## config.mk

```make
export PLATFORM = sky130hd
export DESIGN_NAME = mem_bus_arbiter
export DESIGN_NICKNAME = d
export VERILOG_FILES = /design/src/rtl/mem_bus_arbiter.sv
export SDC_FILE = /design/constraint.sdc
export NUM_CORES = 1
export LEC_CHECK = 0
export ABC_AREA = 1
export BUFFER_PORTS_ARGS = -buffer_cell sky130_fd_sc_hd__clkbuf_2
export CAP_MARGIN = 20
export CORE_AREA = 10 10 176 178
export CTS_BUF_LIST = sky130_fd_sc_hd__clkbuf_4
export DETAILED_ROUTE_END_ITERATION = 6
export DIE_AREA = 0 0 186 188
export PLACE_DENSITY_LB_ADDON = 0.08
export SLEW_MARGIN = 30
export SYNTH_ARGS = -nofsm -noshare
export SYNTH_HDL_FRONTEND = slang
export SYNTH_SLANG_ARGS = --single-unit
```

## constraint.sdc

```tcl
create_clock -name clk -period 3.1 [get_ports clk]
set_input_delay 0 -clock clk [delete_from_list [all_inputs] [get_ports clk]]
set_output_delay 0 -clock clk [all_outputs]
set_load 0.02 [all_outputs]
```

## src/rtl/mem_bus_arbiter.sv

```systemverilog
// rtl/mem_bus_arbiter.sv - two-master line-transaction arbiter in front of the memory bus
//
// Grants the instruction (i_*) or data (d_*) cache side one whole line
// transaction at a time and passes request beats out and response beats back
// combinationally. Ties are broken round-robin against the last grant.
//
// Ports:
//   clk, reset            clock; asynchronous active-low reset
//   i_req*/d_req*         request beats from each cache side (cyc/data/tag, ack back)
//   i_resp*/d_resp*       response beats to each cache side (cyc/data/tag, ack in)
//   bus_req*              request beats to memory (cyc/data/tag, ack in)
//   bus_resp*             response beats from memory (cyc/data/tag, ack back)
//   stray_resp            sticky flag: memory responded while no read was outstanding
module mem_bus_arbiter #(
  parameter int DATA_W = 64,
  parameter int TAG_W  = 13,
  parameter int BEATS  = 8,
  parameter logic [TAG_W-1:0] READ_TAG  = TAG_W'(1),
  parameter logic [TAG_W-1:0] WRITE_TAG = TAG_W'(2)
) (
  input  logic              clk,
  input  logic              reset,
  input  logic              i_reqcyc,
  input  logic [DATA_W-1:0] i_req,
  input  logic [TAG_W-1:0]  i_reqtag,
  output logic              i_reqack,
  output logic              i_respcyc,
  output logic [DATA_W-1:0] i_resp,
  output logic [TAG_W-1:0]  i_resptag,
  input  logic              i_respack,
  input  logic              d_reqcyc,
  input  logic [DATA_W-1:0] d_req,
  input  logic [TAG_W-1:0]  d_reqtag,
  output logic              d_reqack,
  output logic              d_respcyc,
  output logic [DATA_W-1:0] d_resp,
  output logic [TAG_W-1:0]  d_resptag,
  input  logic              d_respack,
  output logic              bus_reqcyc,
  output logic [DATA_W-1:0] bus_req,
  output logic [TAG_W-1:0]  bus_reqtag,
  input  logic              bus_reqack,
  input  logic              bus_respcyc,
  input  logic [DATA_W-1:0] bus_resp,
  input  logic [TAG_W-1:0]  bus_resptag,
  output logic              bus_respack,
  output logic              stray_resp
);

  localparam int CW = $clog2(BEATS + 2);

  typedef enum logic [2:0] {S_IDLE, S_I_REQ, S_D_REQ, S_I_RESP, S_D_RESP} state_t;

  state_t          state_q, state_d;
  logic            last_q, last_d;          // 1 = data side granted most recently
  logic [CW-1:0]   cnt_q, cnt_d;            // beats accepted in this transaction
  logic            is_write_q, is_write_d;
  logic            stray_q, stray_d;

  logic              own_d, in_req, in_resp;
  logic              x_reqcyc, x_respack;
  logic [DATA_W-1:0] x_req;
  logic [TAG_W-1:0]  x_reqtag;
  logic              req_fire, resp_fire, open_beat, beat_is_write;

  always_ff @(posedge clk or negedge reset) begin
    if (!reset) begin
      state_q    <= S_IDLE;
      last_q     <= 1'b0;
      cnt_q      <= '0;
      is_write_q <= 1'b0;
      stray_q    <= 1'b0;
    end else begin
      state_q    <= state_d;
      last_q     <= last_d;
      cnt_q      <= cnt_d;
      is_write_q <= is_write_d;
      stray_q    <= stray_d;
    end
  end

  always_comb begin
    state_d    = state_q;
    last_d     = last_q;
    cnt_d      = cnt_q;
    is_write_d = is_write_q;
    stray_d    = stray_q;

    i_reqack    = 1'b0;
    i_respcyc   = 1'b0;
    i_resp      = '0;
    i_resptag   = '0;
    d_reqack    = 1'b0;
    d_respcyc   = 1'b0;
    d_resp      = '0;
    d_resptag   = '0;
    bus_reqcyc  = 1'b0;
    bus_req     = '0;
    bus_reqtag  = '0;
    bus_respack = 1'b0;

    own_d     = (state_q == S_D_REQ) || (state_q == S_D_RESP);
    in_req    = (state_q == S_I_REQ) || (state_q == S_D_REQ);
    in_resp   = (state_q == S_I_RESP) || (state_q == S_D_RESP);
    x_reqcyc  = own_d ? d_reqcyc  : i_reqcyc;
    x_req     = own_d ? d_req     : i_req;
    x_reqtag  = own_d ? d_reqtag  : i_reqtag;
    x_respack = own_d ? d_respack : i_respack;

    req_fire  = in_req && x_reqcyc && bus_reqack;
    resp_fire = in_resp && bus_respcyc && x_respack;
    open_beat = (cnt_q == '0);
    // A configuration where both encodings coincide degrades to read-only.
    beat_is_write = open_beat ? ((x_reqtag == WRITE_TAG) && (WRITE_TAG != READ_TAG))
                              : is_write_q;

    if (in_req) begin
      bus_reqcyc = x_reqcyc;
      bus_req    = x_reqcyc ? x_req    : '0;
      bus_reqtag = x_reqcyc ? x_reqtag : '0;
      i_reqack   = !own_d && bus_reqack;
      d_reqack   = own_d && bus_reqack;
    end

    if (in_resp) begin
      i_respcyc   = !own_d && bus_respcyc;
      i_resp      = (!own_d && bus_respcyc) ? bus_resp    : '0;
      i_resptag   = (!own_d && bus_respcyc) ? bus_resptag : '0;
      d_respcyc   = own_d && bus_respcyc;
      d_resp      = (own_d && bus_respcyc) ? bus_resp    : '0;
      d_resptag   = (own_d && bus_respcyc) ? bus_resptag : '0;
      bus_respack = x_respack;
    end

    // Writes stay in the REQ states, so any response outside RESP is unsolicited.
    if (bus_respcyc && !in_resp) stray_d = 1'b1;

    case (state_q)
      S_IDLE: begin
        if (d_reqcyc && (!i_reqcyc || !last_q)) begin
          state_d = S_D_REQ;
          last_d  = 1'b1;
          cnt_d   = '0;
        end else if (i_reqcyc) begin
          state_d = S_I_REQ;
          last_d  = 1'b0;
          cnt_d   = '0;
        end
      end
      S_I_REQ, S_D_REQ: begin
        if (req_fire) begin
          cnt_d = cnt_q + CW'(1);
          if (open_beat) is_write_d = beat_is_write;
          if (!beat_is_write) state_d = own_d ? S_D_RESP : S_I_RESP;
          else if (cnt_q == CW'(BEATS)) state_d = S_IDLE;
        end
      end
      S_I_RESP, S_D_RESP: begin
        // The opening beat left cnt at 1, so the last response beat sees BEATS.
        if (resp_fire) begin
          cnt_d = cnt_q + CW'(1);
          if (cnt_q == CW'(BEATS)) state_d = S_IDLE;
        end
      end
      default: state_d = S_IDLE;
    endcase
  end

  assign stray_resp = stray_q;

endmodule

```

==> results.sh <==
export IMPL_die_x_um=186
export IMPL_gp_congestion=0.867
export IMPL_ioPinCount=477
export IMPL_clk_latency_ns=0.28
export IMPL_drt_iter0_markers=245
export IMPL_syn_cell_area_um2=2900
export IMPL_period_needed_ns=2.80
export IMPL_relSlewSlack_pct=42.1
export IMPL_areaGrowthSynthToFinish_pct=95.0
export IMPL_synth_area_leaders="nand2_1 (24%), nor2_1 (23%), a21oi_1 (14%)"
export IMPL_die_h_um=188
export IMPL_yosys_top_cells_count="nand2_1 (187), nor2_1 (174), inv_1 (101)"
export IMPL_vias=5371
export IMPL_worst_setup_path_end_kind="output pin"
export IMPL_ir_worst_vdd_v=0.00105
export IMPL_cts_tree="yes"
export IMPL_power_frac_clock_pct=2.2
export IMPL_cp_slowest_stage_delay_ns=0.63
export IMPL_clk_pin_slew_ns=0.09
export IMPL_synth_top_area_share_pct=24.2
export IMPL_ant_nets=0
export IMPL_async_flop_share_pct=100
export IMPL_synth_most_common_cell="nand2_1"
export IMPL_multi_input_area_um2=2090
export IMPL_p_leak_nw=3.88
export IMPL_p_comb_share_pct=92.8
export IMPL_post_cts_resized=0
export IMPL_clock_sinks=10
export IMPL_register_area_um2=250
export IMPL_critical_path_cell_chain="inv_1 -> nand2_2 -> nand2_4 -> inv_2 -> nor2_1 -> nand2_2 -> buf_4 -> nor2_1 -> clkbuf_2"
export IMPL_grt_pass1_vias=5507
export IMPL_ys_seq_area_share_pct=8.62
export IMPL_slowest_stage="buf_4"
export IMPL_synth_distinct_cells=24
export IMPL_grt_pass1_wl_um=37300
export IMPL_seqPwrFrac_pct=5.0
export IMPL_placed_area_um2=5630
export IMPL_cp_data_required_time_ns=3.10
export IMPL_slew_violations=0
export IMPL_die_area_um2=35000
export IMPL_hold_buffers=1
export IMPL_skew_ns=0.0194
export IMPL_grt_ovfl_total=0
export IMPL_hold_path_class="in -> reg"
export IMPL_post_route_period_util_pct=90.5
export IMPL_numCtsBuffers=3
export IMPL_dr_pass1_iters=6
export IMPL_switching_share_pct=69.0
export IMPL_cts_path_max_buffers=2
export IMPL_synth_main_ff_cell="dfrtp_1"
export IMPL_routed_wl_um=26400
export IMPL_drv_cap=0
export IMPL_powerDensity_nw_per_um2=785
export IMPL_timing_setup_tns_ns=0
export IMPL_final_hold_viol_count=0
export IMPL_netlist_instances=644
export IMPL_setup_viol=0
export IMPL_drive_gt1_share_pct=45.9
export IMPL_syn_nets=885
export IMPL_synth_area_leader_cell="nand2_1"
export IMPL_root_buffer="clkbuf_4"
export IMPL_timing_fmax_mhz=357
export IMPL_antenna_found_initial=0
export IMPL_wl_per_cell_um=18.4
export IMPL_h_tree_depth=1
export IMPL_yosys_warnings=0
export IMPL_synth_seq_cells=10
export IMPL_drt_drc_violations_left=0
export IMPL_utilization_pct=20.6
export IMPL_status="completed"
export IMPL_synth_edf_count=0
export IMPL_path_class="reg -> out"
export IMPL_worst_pin_slew_ns=0.869
export IMPL_fin_area_um2=5660
export IMPL_worstPathMaxFanout=78
export IMPL_num_antenna_cells=0
export IMPL_port_buffers=476
export IMPL_start_util_pct=10.6
export IMPL_avgSynthCellArea_um2=4.51
export IMPL_hpwlAfterDp_um=23100
export IMPL_post_cts_buffers=0
export IMPL_p_int_w=0.00138
export IMPL_p_sw_w=0.00306
export IMPL_fill_cells=3305
export IMPL_grt_usage_pct=14.0
export IMPL_grt_max_degree=80
export IMPL_vias_per_cell=3.74
export IMPL_std_cell_rows=61
export IMPL_final_nets=1332
export IMPL_rsz0062_at_grt="false"
export IMPL_arrival_ns=2.80
export IMPL_core_um2=27500
export IMPL_start_kind="flip-flop"
metal layers:
layer / part of all wire, % / up-vias / global-route usage [%]
met5: 0 / - / 0
met3: 7.1 / 12 / 2.55
met4: 0.72 / 0 / 1.33
met1: 36 / 2349 / 14.3
li1: - / 2804 / -
met2: 56 / 206 / 28.8
final cells by class:
cell class / count / share of cell area, %
Timing Repair Buffer: 484 / 43.9
Multi-Input combinational cell: 490 / 36.9
Tap cell: 346 / 7.65
Inverter: 102 / 6.77
Sequential cell: 10 / 4.42
Clock buffer: 3 / 0.398
cells by family (layout without fill, tap and decap cells):
group	after synthesis	in the layout	synth area share (%)
AOI/OAI and AO/OA	88	88	15.4
xor gates and xnor gates	2	2	0.604
adders and majority gates	2	2	0.862
buffers and inverters	144	589	19.8
DFF	10	10	8.62
muxes	1	1	0.345
and+or+nand+nor	397	397	54.4
metrics by stage:
| step | hold slack [ns] | power [W] | setup slack [ns] | instances |
|---|---|---|---|---|
| 3_3_place_gp | -0.0875 | 0.00451 | 0.609 | 1431 |
| 4_1_cts | 0.0658 | 0.00455 | 0.255 | 1435 |
| 3_5_place_dp | -0.0850 | 0.00445 | 0.581 | 1431 |
| 6_report | 0.0738 | 0.00444 | 0.296 | 1435 |
| 2_1_floorplan | -0.296 | 0.00289 | 1.30 | 644 |
| 5_1_grt | 0.0866 | 0.00491 | 0.0175 | 1435 |
power by group through the flow:
stage	sequential, W	combinational, W	clock (W)
after global placement	0.000226	0.00428	0
after global routing	0.000228	0.00457	0.000112
after detailed placement	0.000224	0.00422	0
after floorplan	0.000214	0.00267	0
after CTS	0.000222	0.00423	0.000102
final	0.000223	0.00412	0.0000972
flip-flops by register name (all words and copies together), names as in the netlist:
register    flops
is_write_q      1
state_q         3
last_q          1
cnt_q           4
stray_resp      1
critical path, delay by kind of cell, from the launching register on:
kind | cells | cell delay, ns
flops | 1 | 0.48
buf+inv | 4 | 1.19
simple gates | 5 | 0.78
worst paths after layout:
kind | from | end | slack (ns) | depth (start not counted)
max in group asynchronous | reset | cnt_q[1]$_DFFE_PN0P_ | 2.70 | 2
min in group asynchronous | reset | last_q$_DFFE_PN0P_ | 0.13 | 2
hold / removal | i_reqcyc | last_q$_DFFE_PN0P_ | 0.07 | 4
setup / recovery | state_q[2]$_DFFE_PN0P_ | i_resp[19] | 0.30 | 9
hold reg to reg | stray_resp$_DFFE_PN0P_ | stray_resp$_DFFE_PN0P_ | 0.49 | 1
setup reg to reg | state_q[2]$_DFFE_PN0P_ | state_q[0]$_DFFE_PN0P_ | 0.66 | 16
layout by cell type, fill, tap and decap left out, types with 4 or more instances in the layout:
cell and instances:
clkbuf_2 476, nand2_1 185, nor2_1 174, inv_1 100
a21oi_1 79, nand3_1 21, dfrtp_1 10, nand2_2 7
o21ai_1 5, nor3_1 5, buf_4 4
No activity file was read; power rests on OpenSTA's default activity.
